### config.mk
export PLATFORM = sky130hd
export DESIGN_NAME = i2c_target_regport
export DESIGN_NICKNAME = d
export VERILOG_FILES = /design/src/rtl/i2c_tgt_pkg.sv /design/src/rtl/i2c_tgt_filter.sv /design/src/rtl/i2c_target_regport.sv
export SDC_FILE = /design/constraint.sdc
export NUM_CORES = 1
export LEC_CHECK = 0
export CAP_MARGIN = 20
export CORE_MARGIN = 1
export CORE_UTILIZATION = 50
export CTS_BUF_LIST = sky130_fd_sc_hd__clkbuf_8
export DETAILED_ROUTE_END_ITERATION = 12
export GPL_TIMING_DRIVEN = 0
export PLACE_DENSITY_LB_ADDON = 0.2
export REMOVE_ABC_BUFFERS = 1
export SLEW_MARGIN = 20
export SYNTH_ARGS = -nofsm -noshare
export SYNTH_HDL_FRONTEND = slang
export SYNTH_SLANG_ARGS = --single-unit
export TNS_END_PERCENT = 10
### constraint.sdc
create_clock -name clk_clk -period 2.7 [get_ports clk_clk]
set_input_delay 0.54 -clock clk_clk [delete_from_list [all_inputs] [get_ports clk_clk]]
set_output_delay 0.54 -clock clk_clk [all_outputs]
set_load 0.05 [all_outputs]
### src/rtl/i2c_tgt_pkg.sv
// Shared types and defaults for the I2C register-port target.
package i2c_tgt_pkg;

  localparam int DEV_ADDR_W     = 7;
  localparam int FILTER_LEN_DEF = 3;
  localparam logic [DEV_ADDR_W-1:0] DEV_ADDR_DEF = 7'h3C;

  typedef enum logic [3:0] {
    ST_IDLE,
    ST_DEVADR,
    ST_DEVACK,
    ST_REGADR,
    ST_REGACK,
    ST_WRDAT,
    ST_WRACK,
    ST_RDDAT,
    ST_RDACK,
    ST_IGNORE
  } state_e;

endpackage

### src/rtl/i2c_tgt_filter.sv
// Synchronises and de-glitches SCL/SDA together, then derives SCL edges and START/STOP
// from one consistent pair of filtered samples.
module i2c_tgt_filter
  import i2c_tgt_pkg::*;
#(
  parameter int FILTER_LEN = FILTER_LEN_DEF
) (
  input  logic clk_i,
  input  logic rst_ni,
  input  logic scl_i,
  input  logic sda_i,
  output logic sda_o,
  output logic scl_rise_o,
  output logic scl_fall_o,
  output logic start_o,
  output logic stop_o
);

  localparam int CW = $clog2(FILTER_LEN + 1);

  logic [1:0]    scl_sync_q, sda_sync_q;
  logic          scl_f_q, sda_f_q, scl_f_d, sda_f_d;
  logic          scl_p_q, sda_p_q;
  logic [CW-1:0] scl_cnt_q, sda_cnt_q, scl_cnt_d, sda_cnt_d;

  // A line's filtered value follows the synchronised input only after it has
  // disagreed for FILTER_LEN consecutive cycles.
  always_comb begin
    scl_f_d   = scl_f_q;
    scl_cnt_d = '0;
    if (scl_sync_q[1] != scl_f_q) begin
      if (scl_cnt_q == CW'(FILTER_LEN - 1)) scl_f_d = scl_sync_q[1];
      else                                  scl_cnt_d = scl_cnt_q + CW'(1);
    end
    sda_f_d   = sda_f_q;
    sda_cnt_d = '0;
    if (sda_sync_q[1] != sda_f_q) begin
      if (sda_cnt_q == CW'(FILTER_LEN - 1)) sda_f_d = sda_sync_q[1];
      else                                  sda_cnt_d = sda_cnt_q + CW'(1);
    end
  end

  always_ff @(posedge clk_i) begin
    if (!rst_ni) begin
      scl_sync_q <= 2'b11;
      sda_sync_q <= 2'b11;
      scl_f_q    <= 1'b1;
      sda_f_q    <= 1'b1;
      scl_p_q    <= 1'b1;
      sda_p_q    <= 1'b1;
      scl_cnt_q  <= '0;
      sda_cnt_q  <= '0;
    end else begin
      scl_sync_q <= {scl_sync_q[0], scl_i};
      sda_sync_q <= {sda_sync_q[0], sda_i};
      scl_f_q    <= scl_f_d;
      sda_f_q    <= sda_f_d;
      scl_p_q    <= scl_f_q;
      sda_p_q    <= sda_f_q;
      scl_cnt_q  <= scl_cnt_d;
      sda_cnt_q  <= sda_cnt_d;
    end
  end

  assign sda_o      = sda_f_q;
  assign scl_rise_o = scl_f_q & ~scl_p_q;
  assign scl_fall_o = ~scl_f_q & scl_p_q;
  assign start_o    = scl_f_q & scl_p_q & sda_p_q & ~sda_f_q;
  assign stop_o     = scl_f_q & scl_p_q & ~sda_p_q & sda_f_q;

endmodule

### src/rtl/i2c_target_regport.sv
// I2C target exposing an 8-bit register port; SDA is open-drain via sda_oe.
// Define I2C_TGT_AUTOINC_EN to auto-increment reg_addr after every written or read byte.
module i2c_target_regport
  import i2c_tgt_pkg::*;
#(
  parameter logic [DEV_ADDR_W-1:0] DEV_ADDR   = DEV_ADDR_DEF,
  parameter int                    FILTER_LEN = FILTER_LEN_DEF
) (
  input  logic       clk_clk,
  input  logic       reset_reset_n,
  input  logic       scl_i,
  input  logic       sda_i,
  output logic       sda_oe,
  output logic [7:0] reg_addr,
  output logic [7:0] reg_wdata,
  output logic       reg_we,
  output logic       reg_re,
  input  logic [7:0] reg_rdata,
  output logic       busy,
  output state_e     state_o
);

  logic sda_f, scl_rise, scl_fall, start, stop;

  i2c_tgt_filter #(.FILTER_LEN(FILTER_LEN)) u_filter (
    .clk_i      (clk_clk),
    .rst_ni     (reset_reset_n),
    .scl_i      (scl_i),
    .sda_i      (sda_i),
    .sda_o      (sda_f),
    .scl_rise_o (scl_rise),
    .scl_fall_o (scl_fall),
    .start_o    (start),
    .stop_o     (stop)
  );

  state_e     state_q, state_d;
  logic [7:0] shift_q, shift_d, addr_q, addr_d, wdata_q, wdata_d;
  logic [3:0] cnt_q, cnt_d;
  logic       rw_q, rw_d, ack_q, ack_d, oe_q, oe_d, busy_q, busy_d;
  logic       we_q, we_d, re_q, re_d, rd_pend_q;

  always_comb begin
    state_d = state_q;
    shift_d = shift_q;
    cnt_d   = cnt_q;
    rw_d    = rw_q;
    ack_d   = ack_q;
    oe_d    = oe_q;
    busy_d  = busy_q;
    addr_d  = addr_q;
    wdata_d = wdata_q;
    we_d    = 1'b0;
    re_d    = 1'b0;
`ifdef I2C_TGT_AUTOINC_EN
    if (we_q) addr_d = addr_q + 8'd1;
`endif
    if (stop) begin
      state_d = ST_IDLE;
      oe_d    = 1'b0;
      busy_d  = 1'b0;
    end else if (start) begin
      state_d = ST_DEVADR;
      cnt_d   = '0;
      oe_d    = 1'b0;
    end else begin
      case (state_q)
        ST_DEVADR, ST_REGADR, ST_WRDAT: begin
          if (scl_rise) begin
            shift_d = {shift_q[6:0], sda_f};
            cnt_d   = cnt_q + 4'd1;
          end else if (scl_fall && cnt_q == 4'd8) begin
            cnt_d = '0;
            oe_d  = 1'b1;
            if (state_q == ST_DEVADR) begin
              // General call (address 0) is never acknowledged.
              if (shift_q[7:1] == DEV_ADDR && DEV_ADDR != '0) begin
                state_d = ST_DEVACK;
                rw_d    = shift_q[0];
                busy_d  = 1'b1;
              end else begin
                state_d = ST_IGNORE;
                oe_d    = 1'b0;
              end
            end else if (state_q == ST_REGADR) begin
              state_d = ST_REGACK;
              addr_d  = shift_q;
            end else begin
              state_d = ST_WRACK;
              wdata_d = shift_q;
              we_d    = 1'b1;
            end
          end
        end
        ST_DEVACK: if (scl_fall) begin
          oe_d    = 1'b0;
          state_d = rw_q ? ST_RDDAT : ST_REGADR;
          re_d    = rw_q;
        end
        ST_REGACK, ST_WRACK: if (scl_fall) begin
          oe_d    = 1'b0;
          state_d = ST_WRDAT;
        end
        ST_RDDAT: begin
          // Fabric answers reg_re one cycle late; the byte loads while SCL is still low.
          if (rd_pend_q) begin
            shift_d = reg_rdata;
            oe_d    = ~reg_rdata[7];
            cnt_d   = '0;
          end else if (scl_rise) begin
            cnt_d = cnt_q + 4'd1;
          end else if (scl_fall) begin
            if (cnt_q == 4'd8) begin
              oe_d    = 1'b0;
              cnt_d   = '0;
              state_d = ST_RDACK;
            end else begin
              shift_d = {shift_q[6:0], 1'b0};
              oe_d    = ~shift_q[6];
            end
          end
        end
        ST_RDACK: begin
          if (scl_rise) begin
            ack_d = ~sda_f;
          end else if (scl_fall) begin
`ifdef I2C_TGT_AUTOINC_EN
            addr_d = addr_q + 8'd1;
`endif
            state_d = ack_q ? ST_RDDAT : ST_IGNORE;
            re_d    = ack_q;
          end
        end
        default: ;
      endcase
    end
  end

  always_ff @(posedge clk_clk) begin
    if (!reset_reset_n) begin
      state_q   <= ST_IDLE;
      shift_q   <= '0;
      cnt_q     <= '0;
      rw_q      <= 1'b0;
      ack_q     <= 1'b0;
      oe_q      <= 1'b0;
      busy_q    <= 1'b0;
      addr_q    <= '0;
      wdata_q   <= '0;
      we_q      <= 1'b0;
      re_q      <= 1'b0;
      rd_pend_q <= 1'b0;
    end else begin
      state_q   <= state_d;
      shift_q   <= shift_d;
      cnt_q     <= cnt_d;
      rw_q      <= rw_d;
      ack_q     <= ack_d;
      oe_q      <= oe_d;
      busy_q    <= busy_d;
      addr_q    <= addr_d;
      wdata_q   <= wdata_d;
      we_q      <= we_d;
      re_q      <= re_d;
      rd_pend_q <= re_q;
    end
  end

  assign sda_oe    = oe_q;
  assign reg_addr  = addr_q;
  assign reg_wdata = wdata_q;
  assign reg_we    = we_q;
  assign reg_re    = re_q;
  assign busy      = busy_q;
  assign state_o   = state_q;

endmodule
# == Word level (Yosys, flattened, before mapping) ==
# Cells that the tools add are included.
# Widths: inputs -> output; s select.
# classes
n_addsub,3
n_eq_ne,42
n_mux,46
bitwise_logic,23
n_reduce_logical,26
# op_table
operator,n
$mux 4,20
$mux 8,5
$ne 3x3->1 const B,13
$reduce_and 7->1,4
$ne 2x2->1 const B,11
$reduce_and 11->1,2
$pmux 4 s5,1
$eq 4x3->1 const B,4
$not 1->1,16
$pmux 8 s2,1
$reduce_or 3->1,5
$mux 1,14
$reduce_and 6->1,2
$ne 5x5->1 const B,2
$eq 4x2->1 const B,2
$eq 4x4->1 const B,2
$pmux 4 s2,1
$and 1x1->1,7
$eq 7x6->1 const B,1
$reduce_or 7->1,1
$reduce_bool 3->1,2
$reduce_bool 6->1,1
$reduce_and 5->1,1
$reduce_bool 5->1,1
other kinds (16),21
# word_totals
reg_bits,51
in_bits,12
out_inout_bits,24
word_cells,161

# == Depth between registers and ports, before layout ==
# depth
ltp_word,7
mapped_depth,9
mapped_depth_nobuf,7

# == Cells and area by module ==
# Synthesis repeated with hierarchy kept, for this count alone.
# unflattened
hier_cells,261
hier_area_um2,2487.4
# modules_own_cells
mod,n_inst,cells_per_inst,area_each_um2,seq_area_each_um2
i2c_target_regport,1,223,2058.2,780.7
i2c_tgt_filter,1,38,429.2,240.2

# == Worst setup path before layout ==
# Ideal clock, no wire load.
# synth_path
path_type,register to register
startpoint,register state_q[2] (netlist: state_o[2])
endpoint,register shift_q[1]
setup_time_ps,116
arrival_time_ps,1861
required_time_ps,2584
setup_slack_ps,723
path_stages_with_launch,8
n_path_buf,2
period_less_slack_ps,1977
path_cell_list,dfxtp_1 -> buf_2 -> nand2_1 -> o21ai_0 -> o2111a_1 -> buf_2 -> nand2_1 -> o211a_1
# synth_via
elab_chain_cells,4
elab_cells_between_ends,12
cone_classes,eq/ne (8); mux (1); reduce/logical (3)
# synth_lines
item,line_no,source
"start, declared",i2c_target_regport.sv:37,"state_e state_q, state_d;"
"start signal, assigned",i2c_target_regport.sv:154,state_q <= state_d;
$eq 4x1->1 (tied with other cells),i2c_target_regport.sv:67,case (state_q)
$reduce_or 3->1,i2c_target_regport.sv:67,
$ne 2x2->1 (no line) / $reduce_bool 2->1 (equally long branches),-,
$reduce_and 7->1 (no line),-,
"end signal, assigned",i2c_target_regport.sv:155,shift_q <= shift_d;
"end, declared",i2c_target_regport.sv:38,"logic [7:0] shift_q, shift_d, addr_q, addr_d, wdata_q, wdata_d;"
# Several ways; a longest one is shown, not always the timed one.
# A chain may end at the register's enable or synchronous reset.

# == Worst setup path in the final report ==
# layout_path
startpoint,register state_q[3] (netlist: state_o[3])
endpoint,output port state_o[3]
# layout_lines
item,line_no,source
"end, declared",i2c_target_regport.sv:20,output state_e state_o
# No word-level cell between the ends.

==> impl_metrics.tcl <==
set metrics [dict create \
    post_cts_resized 0 \
    yosysWarnings 0 \
    met2WireLength_um 2270 \
    synthTopCellsByArea "dfxtp_1 40%, mux2i_1 12%, nor2b_1 5.2%, nand2_1 4.3%, o211a_1 3.5%" \
    start_kind "flip-flop" \
    worst_slew_pin_slew_ps 667 \
    overflow 0 \
    cp.arrival_ps 1890 \
    final_max_slew_viol_count 0 \
    ys_seq_area_frac 0.401 \
    yosys.cell_types.count 51 \
    p_comb_frac 0.032 \
    start_util 0.529 \
    cts_sinks 51 \
    leakage_nw 1.14 \
    period_share 0.900 \
    insertion_delay_ps 300 \
    fin_crit_ps 2430 \
    avgSynthCellArea_sq_um 9.47 \
    cts_buffer_depth 2 \
    top_layer_used "met4" \
    area_delta_synth_final_pct 17.9 \
    clock_skew_ps 4.74 \
    dp_hpwl_um 3400 \
    core_sq_um 4820 \
    cts_buffers 5 \
    worstSetupPathType "reg -> out" \
    worstSetupEndpointType "output pin" \
    cp_num_buf_inv 1 \
    fp-row-count 25 \
    vdd.ir_drop.worst_mv 0.247 \
    fin_total_pwr_mw 1.22 \
    grt_pass1_wl_um 8580 \
    drc_errors 0 \
    netlist_area_sq_um 2550 \
    fp.dieW_um 73.4 \
    finalHoldWorstSlack_ps 413 \
    outcome "complete, no violations" \
    antenna_left 0 \
    die_area_sq_um 5380 \
    firstDrtPassIters 4 \
    finalNonFillerCells 367 \
    htreeDepth 2 \
    synth_edf_count 0 \
    drive_gt1_frac 0.0633 \
    synth-seq-cells 51 \
    portBuffers 35 \
    p_int_uw 955 \
    grtUsageTotal 0.208 \
    swShare 0.217 \
    final_nets 318 \
    stdcell_area_sq_um 3000 \
    clkPwrFrac 0.347 \
    critPathRequiredTime_ps 2160 \
    dp.cells 359 \
    ioPinCount 36 \
    first_iter_violations 156 \
    syn_inst 269 \
    async_flop_share 0 \
    power.switching_uw 264 \
    post-place-ws_ps 440 \
    wl_um 5010 \
    cts.hold.buffers_added 0 \
    power.density_nw_per_um2 406 \
    hold_violations 0 \
    cp_slowest_cell "clkdlybuf4s50_1" \
    ys.flop_type "dfxtp_1" \
    path_delay_family "buffers and inverters" \
    p_seq_frac 0.621 \
    slew_headroom 0.555 \
    fill_cells 428 \
    antenna_cells 0 \
    hp-class "reg -> reg" \
    finalWorstSetupSlack_ps 269 \
    grt_max_degree 45 \
    rsz0062_at_grt "no" \
    synth_largest_area_cell "dfxtp_1" \
    place_area_sq_um 2920 \
    antenna_found_initial 0 \
    clkTransAtPathRegs_ps 90 \
    cts_tree "done" \
    netlist.area_leader.share 0.401 \
    hold_depth 1 \
    setup_violations 0 \
    cpPeakStageDelay_ps 910 \
    dr_wl_met3_um 273 \
    wl_per_cell_um 13.7 \
    routabilityCongestion 0.853 \
    critPathMaxFanout 16 \
    synthTopCellsByCount "51 x dfxtp_1, 31 x mux2i_1, 29 x nand2_1, 21 x nor2b_1, 13 x nor2_1" \
    wl_met1_um 2370 \
    crit_chain "clkdlybuf4s50_1" \
    fmax_ghz 0.411 \
    cap_viol_max_count 0 \
    die-height_um 73.4 \
    worstSetupPathDepth 1 \
    synth.most_common_cell "dfxtp_1" \
    vias 1999 \
    cts-root-buf "clkbuf_8" \
    grt_pass1_vias 1901 \
    viasPerCell 5.45 \
    r2r_cells 7 \
    cts_setup_buffers 0 \
]
per-stage QoR:
step	util	TNS (ps)
floorplan	-	0
finish	0.624	0
CTS	0.624	0
detailed placement	0.606	0
global route	0.624	0
global placement	0.607	-223
final timing paths:
kind,end,startpoint,slack (ps)
worst min register to register,u_filter.scl_cnt_q[0]$_SDFF_PP0_,u_filter.scl_cnt_q[0]$_SDFF_PP0_,410
worst max-delay path,state_o[3],state_o[3]$_SDFFE_PP0P_,270
worst min-delay path,u_filter.scl_cnt_q[0]$_SDFF_PP0_,u_filter.scl_cnt_q[0]$_SDFF_PP0_,410
worst max register to register,reg_addr[2]$_SDFFE_PN0P_,u_filter.scl_f_q$_SDFFE_PN1P_,440
logic make-up after synthesis:
group	after synthesis	synth area share
XOR/XNOR	3	0.0103
adder cells (fa/ha/maj)	7	0.0344
AO/OA/AOI/OAI	39	0.122
flip-flops	51	0.401
AND/OR/NAND/NOR	114	0.267
buffers and inverters	23	0.0388
multiplexers	32	0.126
placed cells by master (no fill, tap or decap), drive strengths merged, types with 2 or more instances in the layout:
cell type / n
nand3: 7
or3: 2
clkbuf: 5
dfxtp: 51
nor3: 7
nand2b: 9
nor2: 13
a2bb2oi: 2
mux2i: 31
nand4: 2
nor2b: 21
o211a: 9
a31oi: 2
nand3b: 5
a21boi: 3
inv: 12
ha: 7
and2: 5
clkdlybuf4s50: 34
o211ai: 5
nand2: 30
o311ai: 4
xor2: 3
a21oi: 2
o21ai: 4
nand4b: 2
nor4b: 4
nor3b: 2
area by class of cell:
type	instances	area [sq um]	area share
Multi-Input combinational cell	195	1430	0.475
Sequential cell	51	1020	0.340
Timing Repair Buffer	35	345	0.115
Tap cell	67	83.8	0.0279
Clock buffer	5	68.8	0.0229
Inverter	11	41.3	0.0137
Clock inverter	3	16.3	0.00541
state kept, by name (all words and copies together) (netlist names), 2 cells and up:
signal / count
cnt_q: 4
reg_addr: 8
reg_wdata: 8
shift_q: 8
state_o: 4
u_filter.scl_cnt_q: 2
u_filter.scl_sync_q: 2
u_filter.sda_cnt_q: 2
u_filter.sda_sync_q: 2
power by group through the flow:
stage / combinational (mW) / clock [mW] / sequential [mW]
finish: 0.0389 / 0.424 / 0.757
global placement: 0.0402 / 0 / 0.775
CTS: 0.0392 / 0.443 / 0.757
global route: 0.0431 / 0.465 / 0.758
floorplan: 0.0137 / 0 / 0.774
detailed placement: 0.0391 / 0 / 0.775
routing by layer:
layer | GRT usage | vias up
met5 | 0 | -
met4 | 0.0684 | 0
met3 | 0.0494 | 11
met2 | 0.341 | 57
met1 | 0.270 | 925
li1 | - | 1006
Power figures use the tool's default switching activity.
